<file path="src/rtl/regfile_access_master.sv">
`default_nettype none
// ============================================================================
//  Module      : regfile_access_master
//  Description : Initiator-side controller for a dual-read, single-write file
//                register. Accepts write / read-pair commands over valid/ready,
//                returns read data on a valid/ready response channel, and can
//                zero-fill the whole file after reset.
//  Revision    : 1.0 - initial release
// ============================================================================
module regfile_access_master #(
    parameter int ADDR_W         = 5,
    parameter int DATA_W         = 8,
    parameter int RD_WAIT        = 0,
    parameter int CLEAR_ON_RESET = 1
) (
    input  logic              clk,
    input  logic              rst,          // asynchronous, active-low
    input  logic              cmd_valid,
    output logic              cmd_ready,
    input  logic              cmd_write,
    input  logic [ADDR_W-1:0] cmd_addr_a,
    input  logic [ADDR_W-1:0] cmd_addr_b,
    input  logic [DATA_W-1:0] cmd_wdata,
    output logic              rsp_valid,
    input  logic              rsp_ready,
    output logic [DATA_W-1:0] rsp_data_a,
    output logic [DATA_W-1:0] rsp_data_b,
    output logic              init_done,
    output logic              rf_we,
    output logic [ADDR_W-1:0] rf_waddr,
    output logic [DATA_W-1:0] rf_wdata,
    output logic [ADDR_W-1:0] rf_raddr1,
    output logic [ADDR_W-1:0] rf_raddr2,
    input  logic [DATA_W-1:0] rf_data1,
    input  logic [DATA_W-1:0] rf_data2
);

    localparam int DEPTH  = 2 ** ADDR_W;
    localparam int CNT_W  = ADDR_W + 1;
    localparam int WAIT_W = (RD_WAIT > 0) ? $clog2(RD_WAIT + 1) : 1;

    // Clear counter is one bit wider than the address so it can reach DEPTH
    // (one past the last entry) without wrapping back to 0.
    localparam logic [CNT_W-1:0]  CLR_END   = CNT_W'(DEPTH);
    localparam logic [WAIT_W-1:0] WAIT_INIT = WAIT_W'(RD_WAIT);

    typedef enum logic [2:0] {
        ST_CLEAR   = 3'd0,
        ST_IDLE    = 3'd1,
        ST_WRITE   = 3'd2,
        ST_RD_WAIT = 3'd3,
        ST_RESP    = 3'd4
    } state_t;

    state_t              state_q,      state_d;
    logic [CNT_W-1:0]    cnt_q,        cnt_d;
    logic [WAIT_W-1:0]   wait_q,       wait_d;
    logic                init_done_q,  init_done_d;
    logic                rf_we_q,      rf_we_d;
    logic [ADDR_W-1:0]   rf_waddr_q,   rf_waddr_d;
    logic [DATA_W-1:0]   rf_wdata_q,   rf_wdata_d;
    logic [ADDR_W-1:0]   rf_raddr1_q,  rf_raddr1_d;
    logic [ADDR_W-1:0]   rf_raddr2_q,  rf_raddr2_d;
    logic                rsp_valid_q,  rsp_valid_d;
    logic [DATA_W-1:0]   rsp_data_a_q, rsp_data_a_d;
    logic [DATA_W-1:0]   rsp_data_b_q, rsp_data_b_d;

    // Next-state and registered-output computation.
    always_comb begin
        state_d      = state_q;
        cnt_d        = cnt_q;
        wait_d       = wait_q;
        init_done_d  = init_done_q;
        rf_we_d      = 1'b0;            // only CLEAR and WRITE-entry raise it
        rf_waddr_d   = rf_waddr_q;
        rf_wdata_d   = rf_wdata_q;
        rf_raddr1_d  = rf_raddr1_q;
        rf_raddr2_d  = rf_raddr2_q;
        rsp_valid_d  = rsp_valid_q;
        rsp_data_a_d = rsp_data_a_q;
        rsp_data_b_d = rsp_data_b_q;

        case (state_q)
            ST_CLEAR: begin
                if (cnt_q == CLR_END) begin
                    // Last zero-write (entry DEPTH-1) landed on this edge.
                    state_d     = ST_IDLE;
                    init_done_d = 1'b1;
                end else begin
                    rf_we_d    = 1'b1;
                    rf_waddr_d = cnt_q[ADDR_W-1:0];
                    rf_wdata_d = '0;
                    cnt_d      = cnt_q + 1'b1;
                end
            end
            ST_IDLE: begin
                if (cmd_valid) begin
                    if (cmd_write) begin
                        rf_we_d    = 1'b1;
                        rf_waddr_d = cmd_addr_a;
                        rf_wdata_d = cmd_wdata;
                        state_d    = ST_WRITE;
                    end else begin
                        rf_raddr1_d = cmd_addr_a;
                        rf_raddr2_d = cmd_addr_b;
                        wait_d      = WAIT_INIT;
                        state_d     = ST_RD_WAIT;
                    end
                end
            end
            ST_WRITE: begin
                // The file register commits at this edge; drop WE and return.
                state_d = ST_IDLE;
            end
            ST_RD_WAIT: begin
                // First cycle here is the address setup cycle; RD_WAIT more
                // cycles follow before the read data is captured.
                if (wait_q == '0) begin
                    rsp_data_a_d = rf_data1;
                    rsp_data_b_d = rf_data2;
                    rsp_valid_d  = 1'b1;
                    state_d      = ST_RESP;
                end else begin
                    wait_d = wait_q - 1'b1;
                end
            end
            ST_RESP: begin
                if (rsp_ready) begin
                    rsp_valid_d = 1'b0;
                    state_d     = ST_IDLE;
                end
            end
            default: begin
                state_d = ST_IDLE;
            end
        endcase
    end

    // State and output registers with asynchronous active-low reset.
    always_ff @(posedge clk or negedge rst) begin
        if (!rst) begin
            state_q      <= (CLEAR_ON_RESET != 0) ? ST_CLEAR : ST_IDLE;
            cnt_q        <= '0;
            wait_q       <= '0;
            init_done_q  <= (CLEAR_ON_RESET == 0);
            rf_we_q      <= 1'b0;
            rf_waddr_q   <= '0;
            rf_wdata_q   <= '0;
            rf_raddr1_q  <= '0;
            rf_raddr2_q  <= '0;
            rsp_valid_q  <= 1'b0;
            rsp_data_a_q <= '0;
            rsp_data_b_q <= '0;
        end else begin
            state_q      <= state_d;
            cnt_q        <= cnt_d;
            wait_q       <= wait_d;
            init_done_q  <= init_done_d;
            rf_we_q      <= rf_we_d;
            rf_waddr_q   <= rf_waddr_d;
            rf_wdata_q   <= rf_wdata_d;
            rf_raddr1_q  <= rf_raddr1_d;
            rf_raddr2_q  <= rf_raddr2_d;
            rsp_valid_q  <= rsp_valid_d;
            rsp_data_a_q <= rsp_data_a_d;
            rsp_data_b_q <= rsp_data_b_d;
        end
    end

    assign cmd_ready  = (state_q == ST_IDLE);
    assign rsp_valid  = rsp_valid_q;
    assign rsp_data_a = rsp_data_a_q;
    assign rsp_data_b = rsp_data_b_q;
    assign init_done  = init_done_q;
    assign rf_we      = rf_we_q;
    assign rf_waddr   = rf_waddr_q;
    assign rf_wdata   = rf_wdata_q;
    assign rf_raddr1  = rf_raddr1_q;
    assign rf_raddr2  = rf_raddr2_q;

endmodule
`default_nettype wire

</file>
<file path="config.mk">
export PLATFORM = sky130hd
export DESIGN_NAME = regfile_access_master
export DESIGN_NICKNAME = d
export VERILOG_FILES = /design/src/rtl/regfile_access_master.sv
export SDC_FILE = /design/constraint.sdc
export NUM_CORES = 1
export LEC_CHECK = 0
export CAP_MARGIN = 0
export CORE_MARGIN = 2
export CORE_UTILIZATION = 43
export CTS_CLUSTER_DIAMETER = 50
export DETAILED_ROUTE_END_ITERATION = 6
export GPL_TIMING_DRIVEN = 0
export PLACE_DENSITY = 0.79
export REMOVE_ABC_BUFFERS = 1
export SLEW_MARGIN = 10
export SYNTH_ARGS = -nofsm -noshare
export SYNTH_HDL_FRONTEND = slang
export SYNTH_SLANG_ARGS = --single-unit
</file>
<file path="constraint.sdc">
create_clock -name clk -period 2.1 [get_ports clk]
set_input_delay 0.315 -clock clk [delete_from_list [all_inputs] [get_ports clk]]
set_output_delay 0.315 -clock clk [all_outputs]
set_load 0.01 [all_outputs]
</file>
; ---- Word level (Yosys, flattened, before mapping)
; Cells that the tools add are included.
[op_classes]
multipliers = 0
n_reduce_logical = 12
n_div = 0
add_sub_neg = 2
n_eq_ne = 11
n_shift = 0
magnitude_cmp = 0
n_mux = 25
bitwise_logic = 3
[ops]
columns = operator, n
row1 = $mux 8, 3
row2 = $pmux 8 s2, 1
row3 = $mux 5, 3
row4 = $mux 3, 4
row5 = $ne 2x2->1 const B, 6
row6 = $pmux 3 s4, 1
row7 = $pmux 5 s2, 1
row8 = $mux 1, 9
row9 = $reduce_and 3->1, 3
row10 = $reduce_and 4->1, 2
row11 = $add 6x1->6 const B, 1
row12 = $eq 6x6->1 const B, 1
row13 = $pmux 1 s2, 3
row14 = $reduce_and 2->1, 3
row15 = $reduce_bool 2->1, 3
row16 = $eq 3x1->1 const B, 1
row17 = $eq 3x2->1 const B, 1
row18 = $eq 3x3->1 const B, 1
row19 = $logic_not 3->1, 1
row20 = $not 1->1, 3
row21 = $ne 2x1->1 const B, 1
row22 = $sub 1x1->1 const B, 1
[totals]
wordCells = 65
memories = 0
out_inout_bits = 43
latchBits = 0
rom_bits = 0
ram_bits = 0
ff_bits = 52
inputBits = 39

; ---- Depth between registers and ports, before layout
[logic_depth]
word_depth = 3
ltp_mapped = 7
depth_no_buf = 6

; ---- Least setup slack after synthesis
; OpenSTA, ideal clock, no wires.
[synth_path]
path_type = reg2reg
from = reg cnt_q[0]
to = reg rf_waddr_q[3], in the netlist rf_waddr[3]
n_path_buf = 1
required_time_ns = 1.975
setup_time_ns = 0.125
stages_incl_launch_ff = 8
setup_slack_ns = 0.373
t_arrival_ns = 1.602
cell_sequence = dfrtp_1 > inv_1 > ha_1 > nand2_1 > o41ai_4 > nand2_2 > buf_6 > mux2_4
[synth_between]
elab_chain_cells = 3
[synth_rtl]
columns = element, line_no
row1 = from (decl), 56  ; logic [CNT_W-1:0] cnt_q, cnt_d;
row2 = from (signal assigned), 156  ; cnt_q <= cnt_d;
row3 = $eq 6x6->1, 85  ; if (cnt_q == CLR_END) begin
row4 = $ne 2x2->1 (no source line), -
row5 = $reduce_and 4->1 (no source line), -
row6 = to (signal assigned), 160  ; rf_waddr_q <= rf_waddr_d;
row7 = to (decl), 60  ; logic [ADDR_W-1:0] rf_waddr_q, rf_waddr_d;
; Every way passes these cells.
; A chain may end at the register's enable or synchronous reset.

; ---- Worst setup path after layout
[layout_path]
from = reg state_q[2]
to = out cmd_ready
[layout_between]
elab_chain_cells = 1
[layout_rtl]
columns = element, line_no
row1 = from (decl), 55  ; state_t state_q, state_d;
row2 = from (signal assigned), 142  ; state_q <= (CLEAR_ON_RESET != 0) ? ST_CLEAR : ST_IDLE;
row3 = from (signal assigned), 155  ; state_q <= state_d;
row4 = $eq 3x1->1, 170  ; assign cmd_ready = (state_q == ST_IDLE);
row5 = to (decl), 19  ; output logic cmd_ready,
; Every way passes these cells.

==> results by group <==
Finish
  – # fillers: 392
  – Final #Nets: 285
  – Antenna Cells: 0
  – Layout area overhead: 46.7%
  – Cell area after layout: 3120 um2
  – Layout cell share with drive strength beyond 1: 0.200
  – Non-Filler Instances: 312

Global route
  – First-pass GRT wire length: 7.08 mm
  – Vias in the first global route: 1544
  – Initial antenna violation count: 0
  – Largest net degree at the start of global routing: 31
  – GRT Resource Usage Total: 0.171
  – GRT overflow: 0

Logic synthesis
  – Yosys top cell area share: 0.600
  – Post-synth top cells: dfrtp_1 (51), mux2_2 (34), nand2_1 (15)
  – Post-synthesis area per instance: 13.6 um2
  – Post-synthesis simple-gate area fraction: 0.0805
  – Post-synthesis mux area share: 0.225
  – Post-synth EDFFs: 0
  – Yosys warnings: 0
  – Top-count cell post-synth: dfrtp_1
  – Largest family of logic cells by synthesized area: multiplexers
  – Post-synth ARST share: 1.00
  – Seq/Total Area, Yosys: 0.600
  – Adder-cell share of the synthesized area: 0.0118
  – #FFs+latches synth: 51
  – Syn Inst Count: 156
  – Ys flop type: dfrtp_1
  – XOR/XNOR Fraction of Synth Area: 0.0165
  – Synthesized cell area: 2130 um2
  – Cell variety after synth: 31
  – Compound-Gate Fraction of Synth Area: 0.0329
  – Ranking of synthesized cells by area: dfrtp_1 (60%), mux2_2 (18%), mux2i_1 (3.8%)
  – Yosys top cell by area: dfrtp_1

Timing
  – Unrepaired setup endpoints after global routing: false
  – Crit share post-route: 0.929
  – Fin crit period: 1950 ps
  – Final setup violation count: 0
  – Fmax: 513 MHz
  – Relative slew slack: 0.546
  – Final Max Tran Viols: 0
  – Worst Skew: 3.95 ps
  – Worst-Margin Slew: 679 ps
  – Hold Fails Final Rpt: 0
  – Final setup margin: 149 ps

Route
  – Average wire per standard cell: 14.3 um
  – DRC violations left: 0
  – Final ANT Viol Nets: 0
  – DRT Wirelength: 4.45 mm
  – First-pass DRT Iterations: 2
  – Via density: 4.79
  – DRT iter0 DRCs: 81
  – Vias: 1494

Floorplan
  – # IOs: 82
  – Core area: 4750 um2
  – Num rows: 25
  – Initial Util: 0.448
  – Die W: 74.4 um
  – Die ar.: 5530 um2
  – Chip height: 74.4 um

Hold path
  – Hold Path Class: reg2reg

Worst setup path
  – Largest fanout on the critical path: 5
  – Critical path type: reg2out
  – Startpoint Class: register
  – Critical Path RT: 1780 ps
  – Data arrival, critical path: 1640 ps
  – Crit end category: output pin

Placement
  – Port bufs: 81
  – Placed instance area: 3010 um2
  – DP Worst Slack: -359 ps
  – Post-placement cell count: 301
  – Routability cong.: 0.751
  – Hpwl dp: 3.22 mm

Pwr
  – Pwr Total: 4.61 mW
  – Pleak: 1.35 nW
  – Peak VDD IR: 0.000739 V
  – Pwr dens: 1480 nW/um2

CTS
  – Clk slew on worst S/H paths: 80 ps
  – Number of H-tree levels: 2
  – Worst-Skew Late Latency: 300 ps
  – CTS buffer count: 5
  – Clock root buffer master: clkbuf_8
  – Clk sink count: 51
  – CTS tree: built
  – Clock buffer depth: 2

Run
  – Max-cap violations: 0

Status
  – Status: finished, final reports clean
[power breakdown]
part | internal (mW) | switching (mW)
combinational | 1.40 | 0.920
clock | 0.234 | 0.300
sequential | 1.45 | 0.318
[path summary, 6_finish.rpt]
path | end | start | cells past startpoint | slack [ps]
worst max register to register | rf_raddr2[1] | state_q[2] | 4 | 170
max in group asynchronous | cnt_q[5] | rst | 3 | 1030
worst min register to register | cnt_q[5] | cnt_q[5] | 1 | 480
worst min-delay path | cnt_q[5] | cnt_q[5] | 1 | 480
worst max-delay path | cmd_ready | state_q[2] | 2 | 150
min in group asynchronous | rf_raddr2[3] | rst | 2 | 530
[through the flow]
step                       util  hold slack, ps  TNS [ps]
after floorplan               -            19.4         0
after global placement    0.630             441    -43380
after detailed placement  0.633             313     -4370
after CTS                 0.656             476         0
after global routing      0.657             484         0
final                     0.657             478         0
[placed cells by master (no fill, tap or decap), types with 2 or more instances in the layout]
cell type,synthesis,routed
nor2_1,3,3
clkdlybuf4s50_1,0,80
clkbuf_1,1,2
ha_1,2,2
nand3_1,2,2
nand2_1,15,15
mux2i_1,8,8
mux2_2,34,34
o21ai_0,3,3
clkbuf_8,0,5
nand4_1,2,2
dfrtp_1,51,51
a21o_1,2,2
xnor2_1,3,3
buf_4,1,2
inv_1,12,12
[worst max-delay path, cell delays in order, from the launching register on]
cell and delay, ps:
dfrtp_1 470, nor3b_4 290, clkdlybuf4s50_1 580
[cell type report]
cell class,instances,area (um2),area share
sequential,51,1280,0.409
timing repair buffer,85,851,0.273
multi-input combinational,89,785,0.251
tap,67,83.8,0.0269
clock buffer,7,76.3,0.0244
inverter,12,45.0,0.0144
clock inverter,1,5.00,0.00160
[timing repair]
action / CTS / global route
pin swaps: 1 / 0
resized for setup: 0 / 1
hold endpoints to repair: 21 / 0
hold buffers: 1 / 0
buffers inserted: 2 / 0
setup endpoints to repair: 17 / 5
[state kept, by name, summed over array words and instances (netlist names), 3 cells and up]
name and flops:
cnt_q 6, state_q 3, rf_raddr2 5, rsp_data_a 8
rf_waddr 5, rsp_data_b 8, rf_wdata 8, rf_raddr1 5
[metal layers]
| metal | vias up | global-route usage | part of all wire |
|---|---|---|---|
| met3 | 4 | 0.0827 | 0.088 |
| met5 | - | 0 | 0 |
| met1 | 728 | 0.213 | 0.42 |
| li1 | 704 | - | - |
| met2 | 58 | 0.267 | 0.49 |
| met4 | 0 | 0.0536 | 0.0076 |
[logic make-up after synthesis]
kind of cell / after synthesis
simple gates: 32
xor+xnor: 4
compound gates: 8
flops: 51
fa+ha+maj: 2
buf+inv: 16
mux: 43
No activity file was read; power rests on OpenSTA's default activity.
